[config.mk]
export PLATFORM = sky130hd
export DESIGN_NAME = ring_nic
export DESIGN_NICKNAME = d
export VERILOG_FILES = /design/src/rtl/ring_nic.sv
export SDC_FILE = /design/constraint.sdc
export NUM_CORES = 1
export LEC_CHECK = 0
export ABC_AREA = 1
export BUFFER_PORTS_ARGS = -buffer_cell sky130_fd_sc_hd__buf_2
export CAP_MARGIN = 20
export CORE_MARGIN = 2
export CORE_UTILIZATION = 40
export DETAILED_ROUTE_END_ITERATION = 7
export PLACE_DENSITY = 0.68
export SLEW_MARGIN = 0
export SYNTH_ARGS = -nofsm -noshare
export SYNTH_HDL_FRONTEND = slang
export SYNTH_SLANG_ARGS = --single-unit
export TNS_END_PERCENT = 100
[constraint.sdc]
create_clock -name clk -period 7.2 [get_ports clk]
set_input_delay 2.16 -clock clk [delete_from_list [all_inputs] [get_ports clk]]
set_output_delay 2.16 -clock clk [all_outputs]
set_load 0.01 [all_outputs]
[src/rtl/ring_nic.sv]
// Ring network interface: one-entry input and output packet buffers between a
// processor register port and a polarity-gated router link.
module ring_nic (
    input  logic        clk,
    input  logic        reset,
    input  logic [0:1]  addr_nic,
    input  logic [0:63] dout_nic,
    output logic [0:63] din_nic,
    input  logic        nicEn,
    input  logic        nicWrEn,
    input  logic        net_polarity,
    output logic        net_so,
    input  logic        net_ro,
    output logic [0:63] net_do,
    input  logic        net_si,
    output logic        net_ri,
    input  logic [0:63] net_di
);

    logic [0:63] icb;
    logic [0:63] ocb;
    logic        in_full;
    logic        out_full;
    logic        ocb_write;
    logic        icb_read;

    // Bit 0 of the packet selects which router phase may accept it.
    assign net_so    = out_full & net_ro & (ocb[0] == net_polarity);
    assign net_do    = ocb;
    assign net_ri    = ~in_full;
    assign ocb_write = nicEn & nicWrEn & (addr_nic == 2'b10) & ~out_full;
    assign icb_read  = nicEn & ~nicWrEn & (addr_nic == 2'b00) & in_full;

    always_comb begin
        din_nic = '0;
        case (addr_nic)
            2'b00:   din_nic = icb;
            2'b01:   din_nic = {63'b0, in_full};
            2'b11:   din_nic = {63'b0, out_full};
            default: din_nic = '0;
        endcase
    end

    // NOTE: the packet buffers are plain registers, so they are cleared with the
    // flags; otherwise net_do and din_nic would expose stale data under reset.
    always_ff @(posedge clk or posedge reset) begin
        if (reset) begin
            icb      <= '0;
            ocb      <= '0;
            in_full  <= 1'b0;
            out_full <= 1'b0;
        end else begin
            // A send needs out_full=1 and a load needs out_full=0, so they never coincide.
            if (net_so) begin
                out_full <= 1'b0;
            end else if (ocb_write) begin
                ocb      <= dout_nic;
                out_full <= 1'b1;
            end

            if (net_si && net_ri) begin
                icb     <= net_di;
                in_full <= 1'b1;
            end else if (icb_read) begin
                in_full <= 1'b0;
            end
        end
    end

endmodule

==> impl_metrics.yaml, run 1 <==
critical_path:
  rr_worst_depth: 5
  crit_type: "input pin to output pin"
  cp.depth: 6
  rr_endpoint: "net_do[60]"
  critPathCaptureType: "output pin"
  slowest_delay_ps: 510
  crit_top_cell: "buf_2"
  crit_required_ps: 5040
  worstPathMaxFanout: 35
  crit_path_start_kind: "input pin"
  worstPathCellList: "buf_2, inv_1, nand2_2, buf_4, o22ai_1, buf_2"
  r2r-start: "out_full"
  critPathCapture: "din_nic[63]"
  r2r_setup_slack_ps: 4900
  crit_buf_inv: 4
  path_delay_family: "buffers and inverters"
  critPathSlowestCell: "nand2_2"
  worstPathArrival_ps: 3580
  startpoint: "addr_nic[0]"
floorplan:
  die_area_mm2: 0.0152
  fp.dieH_um: 123
  io_pins: 267
  initial_core_util_pct: 41.0
  core_area_mm2: 0.0139
  fp-row-count: 43
  die_w_um: 123
clock_network:
  clockBufferDepth: 2
  cts_tree: "yes"
  clock_latency_ps: 410
  cts-resized-gates: 0
  cts.sinks: 130
  ctsHtreeMaxLevel: 4
  clock-root-buffer: "clkbuf_16"
  cts_made_buffers: 17
  cts_hold_buffers: 0
  clkSlewWorstSetupHoldPaths_ps: 50
  post_cts_buffers: 0
placed_design:
  post_dp_cell_area_mm2: 0.00699
  portBuffers: 266
  hpwl_um: 9690
  dpl_worst_slack_ps: 1430
  place.gp.congestion: 0.792
power:
  p_seq_share_pct: 39.9
  worst_ir_drop_vdd_uv: 195
  power_leakage_uw: 0.00444
  clkPwrFrac_pct: 27.4
  netSwitchingPower_uw: 1050
  pwr-share-comb_pct: 32.7
  power_density_mw_per_mm2: 398
  p_int_uw: 1960
  p_sw_share_pct: 34.9
sta:
  tns_ps: 0
  fin_ws_ps: 1460
  timing.final.crit_period_ps: 5740
  hold_ws_ps: 463
  skew_ps: 9.66
  slew_headroom_pct: 35.7
  fmax_ghz: 0.174
  finalCritPeriodShare_pct: 79.7
  hold_viol_final: 0
  max_slew.worst_pin.slew_ps: 965
  report.final.slew_viol_count: 0
  finalSetupViolations: 0
  rsz0062_at_grt: "false"
logic_synthesis:
  postSynthNetCount: 784
  ys_seq_area_share_pct: 57.0
  synth_area_mm2: 0.00571
  synthCells: 647
  ys_types: 19
  ys_warn_count: 0
  synth_seq_cells: 130
  syn_area_per_cell_um2: 8.82
route:
  detail-route-antenna-nets: 0
  drt_iter0_drc: 214
  wl_um: 14200
  vias: 4841
  drc: 0
  vias_per_cell: 4.45
  first_pass_iters: 4
  routedWlPerCell_um: 13.0
global_route:
  grt_first_pass_wirelength_um: 21500
  grt_pass1_vias: 4460
  antenna_found_initial: 0
  grt_max_degree: 79
  grtUsageTotal_pct: 18.4
  grt_overflow: 0
cells_and_area:
  drive_gt1_share_pct: 36.9
  final_design_area_no_fill_mm2: 0.00755
  syn2layout_area_growth_pct: 32.3
  final_core_util_pct: 54.2
  nets: 1034
  final_common_cell: "buf_2"
  antenna_cells: 0
  most-common-layout-cells: "266 x buf_2, 135 x nand2_1, 133 x nor2_1"
job:
  cap_violations: 0
outcome:
  status: "complete, no violations"
worst_hold_path:
  worst_hold_path_type: "flop to flop"
==> per-layer routing <==
layer	global-route usage (%)	part of all wire, %	vias to the layer above
met5	0	0	-
met4	6.32	1.4	0
met3	7.66	9.9	17
met2	28.0	44	198
met1	23.8	45	2148
li1	-	-	2478
==> area by class of cell <==
cell class                      count  area (um2)
Timing Repair Buffer              271        1370
Tap cell                          180         225
Multi-Input combinational cell    404        1870
Sequential cell                   130        3250
Fill cell                        1324        6380
Clock inverter                      5        77.6
Inverter                           73         277
Clock buffer                       25         485
==> worst min-delay path by stage <==
stage | cells past startpoint | slack (ps) | from | endpoint
2_1_floorplan | 2 | 460 | in_full | in_full
3_3_place_gp | 2 | 450 | net_do[6] | net_do[6]
3_5_place_dp | 2 | 450 | net_do[53] | net_do[53]
4_1_cts | 2 | 470 | net_do[63] | net_do[63]
5_1_grt | 2 | 480 | net_do[58] | net_do[58]
6_report | 2 | 460 | net_do[13] | net_do[13]
==> cells in the mapped netlist <==
cell      number  area [um2]
nand3_4        1        17.5
buf_4         10        75.1
clkbuf_1       1        3.75
buf_6          9         101
nor2_1       133         499
o22ai_1        1        6.26
nand2_1      137         514
inv_2          1        3.75
o21ai_0        1        5.00
inv_1         72         270
nor2_2         1        6.26
nand3_2       30         300
nand3_1       34         170
buf_2         17        85.1
dfrtp_1      130        3250
a21oi_1       64         320
nand2_2        1        6.26
nor2_4         1        11.3
buf_12         3        60.1
==> tightest hold or removal path, stage by stage, from the launching register on <==
cell,delay (ps)
dfrtp_1,330
nand2_1,50
nand2_1,40
==> power groups by stage <==
| stage | sequential [uW] | combinational, uW | clock, uW |
|---|---|---|---|
| final | 1200 | 983 | 823 |
| after global routing | 1240 | 1120 | 879 |
| after CTS | 1200 | 1000 | 842 |
| after detailed placement | 1200 | 1000 | 0 |
| after global placement | 1200 | 984 | 0 |
| after floorplan | 1280 | 553 | 0 |
==> sequential cells by signal, indices dropped and copies added (netlist names) <==
| name | count |
|---|---|
| icb | 64 |
| net_do | 64 |
| in_full | 1 |
| out_full | 1 |
==> metrics by stage <==
step / power, uW / std cells
6_report: 3010 / 1088
4_1_cts: 3040 / 1088
5_1_grt: 3240 / 1088
3_5_place_dp: 2210 / 1058
2_1_floorplan: 1830 / 647
3_3_place_gp: 2190 / 1058
==> kinds of logic (layout without fill, tap and decap cells) <==
logic type | Yosys count | after routing | share of synthesized area [%]
DFF | 130 | 130 | 57.0
and+or+nand+nor | 338 | 338 | 26.7
buffers and inverters | 113 | 374 | 10.5
AOI/OAI and AO/OA | 66 | 66 | 5.81
Note: power is estimated with default switching activity, not from simulation.
==> inputs of run 2 (changes only) <==
--- a/config.mk
+++ b/config.mk
@@ -11,7 +11,7 @@
 export CORE_MARGIN = 2
 export CORE_UTILIZATION = 40
 export DETAILED_ROUTE_END_ITERATION = 7
-export PLACE_DENSITY = 0.68
+export PLACE_DENSITY = 0.71
 export SLEW_MARGIN = 0
 export SYNTH_ARGS = -nofsm -noshare
 export SYNTH_HDL_FRONTEND = slang
==> constraint.sdc (replaced) <==
create_clock -name clk -period 4.9 [get_ports clk]
set_input_delay 1.47 -clock clk [delete_from_list [all_inputs] [get_ports clk]]
set_output_delay 1.47 -clock clk [all_outputs]
set_load 0.01 [all_outputs]
==> impl_metrics.yaml, run 2 (same netlist as run 1, synthesis figures left out) <==
placed_design:
  dp_cells: 1059
  post_dp_cell_area_mm2: 0.00702
  hpwl_um: 10100
  portBuffers: 266
  place.gp.congestion: 0.794
cells_and_area:
  final_common_cell: "buf_2"
  antenna_cells: 0
  final_core_util_pct: 55.2
  stdcell_count: 1091
  syn2layout_area_growth_pct: 34.8
  nets: 1035
  final_design_area_no_fill_mm2: 0.00769
  most-common-layout-cells: "266 x buf_2, 135 x nand2_1, 133 x nor2_1"
  drive_gt1_share_pct: 37.7
  n_fill_cell: 1318
sta:
  finalCritPeriodShare_pct: 78.5
  max_slew.worst_pin.slew_ps: 857
  timing.final.crit_period_ps: 3840
  tns_ps: 0
  finalSetupViolations: 0
  slew_headroom_pct: 42.9
  rsz0062_at_grt: "false"
  report.final.slew_viol_count: 0
  fmax_ghz: 0.260
  hold_viol_final: 0
  skew_ps: 7.94
route:
  first_pass_iters: 4
  vias_per_cell: 4.52
  drt_iter0_drc: 245
  drc: 0
  routedWlPerCell_um: 13.1
  detail-route-antenna-nets: 0
  wl_um: 14300
  vias: 4929
floorplan:
  die_w_um: 123
  initial_core_util_pct: 41.0
  fp.dieH_um: 123
  core_area_mm2: 0.0139
  die_area_mm2: 0.0152
  io_pins: 267
  fp-row-count: 43
critical_path:
  r2r_setup_slack_ps: 2940
  slowest_delay_ps: 210
  crit_type: "input pin to output pin"
  worstPathCellList: "buf_2, inv_1, nand2_2, buf_12, nor2_1, buf_2"
  worstPathArrival_ps: 2370
  crit_buf_inv: 4
  critPathCaptureType: "output pin"
  crit_top_cell: "buf_2"
  crit_required_ps: 3430
  critPathSlowestCell: "buf_12"
  path_delay_family: "buffers and inverters"
  crit_path_start_kind: "input pin"
  worstPathMaxFanout: 56
clock_network:
  clock-root-buffer: "clkbuf_16"
  cts.sinks: 130
  cts_tree: "yes"
  cts_hold_buffers: 0
  post_cts_buffers: 0
  clock_latency_ps: 410
  clkSlewWorstSetupHoldPaths_ps: 50
  clockBufferDepth: 2
  cts_made_buffers: 17
  ctsHtreeMaxLevel: 4
  cts-resized-gates: 0
global_route:
  grt_first_pass_wirelength_um: 22000
  grt_pass1_vias: 4578
  grt_max_degree: 131
  grtUsageTotal_pct: 19.0
  grt_overflow: 0
  antenna_found_initial: 0
power:
  netSwitchingPower_uw: 1580
  clkPwrFrac_pct: 30.2
  worst_ir_drop_vdd_uv: 298
  power_leakage_uw: 0.00450
  pwr-share-comb_pct: 31.3
  power_density_mw_per_mm2: 601
  p_sw_share_pct: 34.1
  p_seq_share_pct: 38.4
  p_int_uw: 3040
job:
  cap_violations: 0
worst_hold_path:
  worst_hold_path_type: "flop to flop"
outcome:
  status: "complete, no violations"
==> run 2: cell count changes in the layout (fill, tap and decap cells not counted), sizes merged <==
cell / change
bufinv: +3
inv: -1
clkinvlp: +3
clkbuf: -5
buf: +1
clkinv: +2
==> run 2: tightest hold or removal path, cell delays in order, from the launching register on <==
cell and delay [ps]:
dfrtp_1 330, nand2_1 50, nand2_1 40
==> run 2: layout make-up <==
type | instances | area (um2) | area share (%)
Inverter | 73 | 278 | 3.61
Sequential cell | 130 | 3250 | 42.3
Timing Repair Buffer | 272 | 1400 | 18.2
Multi-Input combinational cell | 404 | 1870 | 24.3
Clock buffer | 20 | 467 | 6.07
Tap cell | 180 | 225 | 2.93
Clock inverter | 12 | 204 | 2.65
==> run 2: power by group through the flow <==
| stage | Clock, uW | Sequential, uW | Combinational, uW |
|---|---|---|---|
| 2_1_floorplan | 0 | 1880 | 812 |
| 3_3_place_gp | 0 | 1770 | 1450 |
| 3_5_place_dp | 0 | 1780 | 1480 |
| 4_1_cts | 1430 | 1780 | 1470 |
| 5_1_grt | 1490 | 1830 | 1650 |
| 6_report | 1400 | 1780 | 1450 |
==> run 2: path summary, 6_finish.rpt <==
check,startpoint,to,cells past startpoint
max,addr_nic[0],din_nic[61],6
min,net_do[19],net_do[19],2
max reg2reg,in_full,icb[51],5
min reg2reg,net_do[19],net_do[19],2
max in group asynchronous,reset,icb[33],3
min in group asynchronous,reset,net_do[43],3
==> run 2: per-layer routing <==
metal / up-vias / part of all wire [%] / global-route usage (%)
met5: - / 0 / 0
met4: 0 / 1.9 / 8.10
met3: 22 / 10 / 7.56
met2: 212 / 46 / 29.7
met1: 2201 / 42 / 23.3
li1: 2494 / - / -
==> run 2: metrics by stage <==
step	hold slack (ps)	total power, uW	setup slack (ps)
3_3_place_gp	449	3220	1100
3_5_place_dp	454	3260	1090
2_1_floorplan	457	2690	1410
4_1_cts	468	4680	1090
6_report	463	4620	1060
5_1_grt	488	4980	976
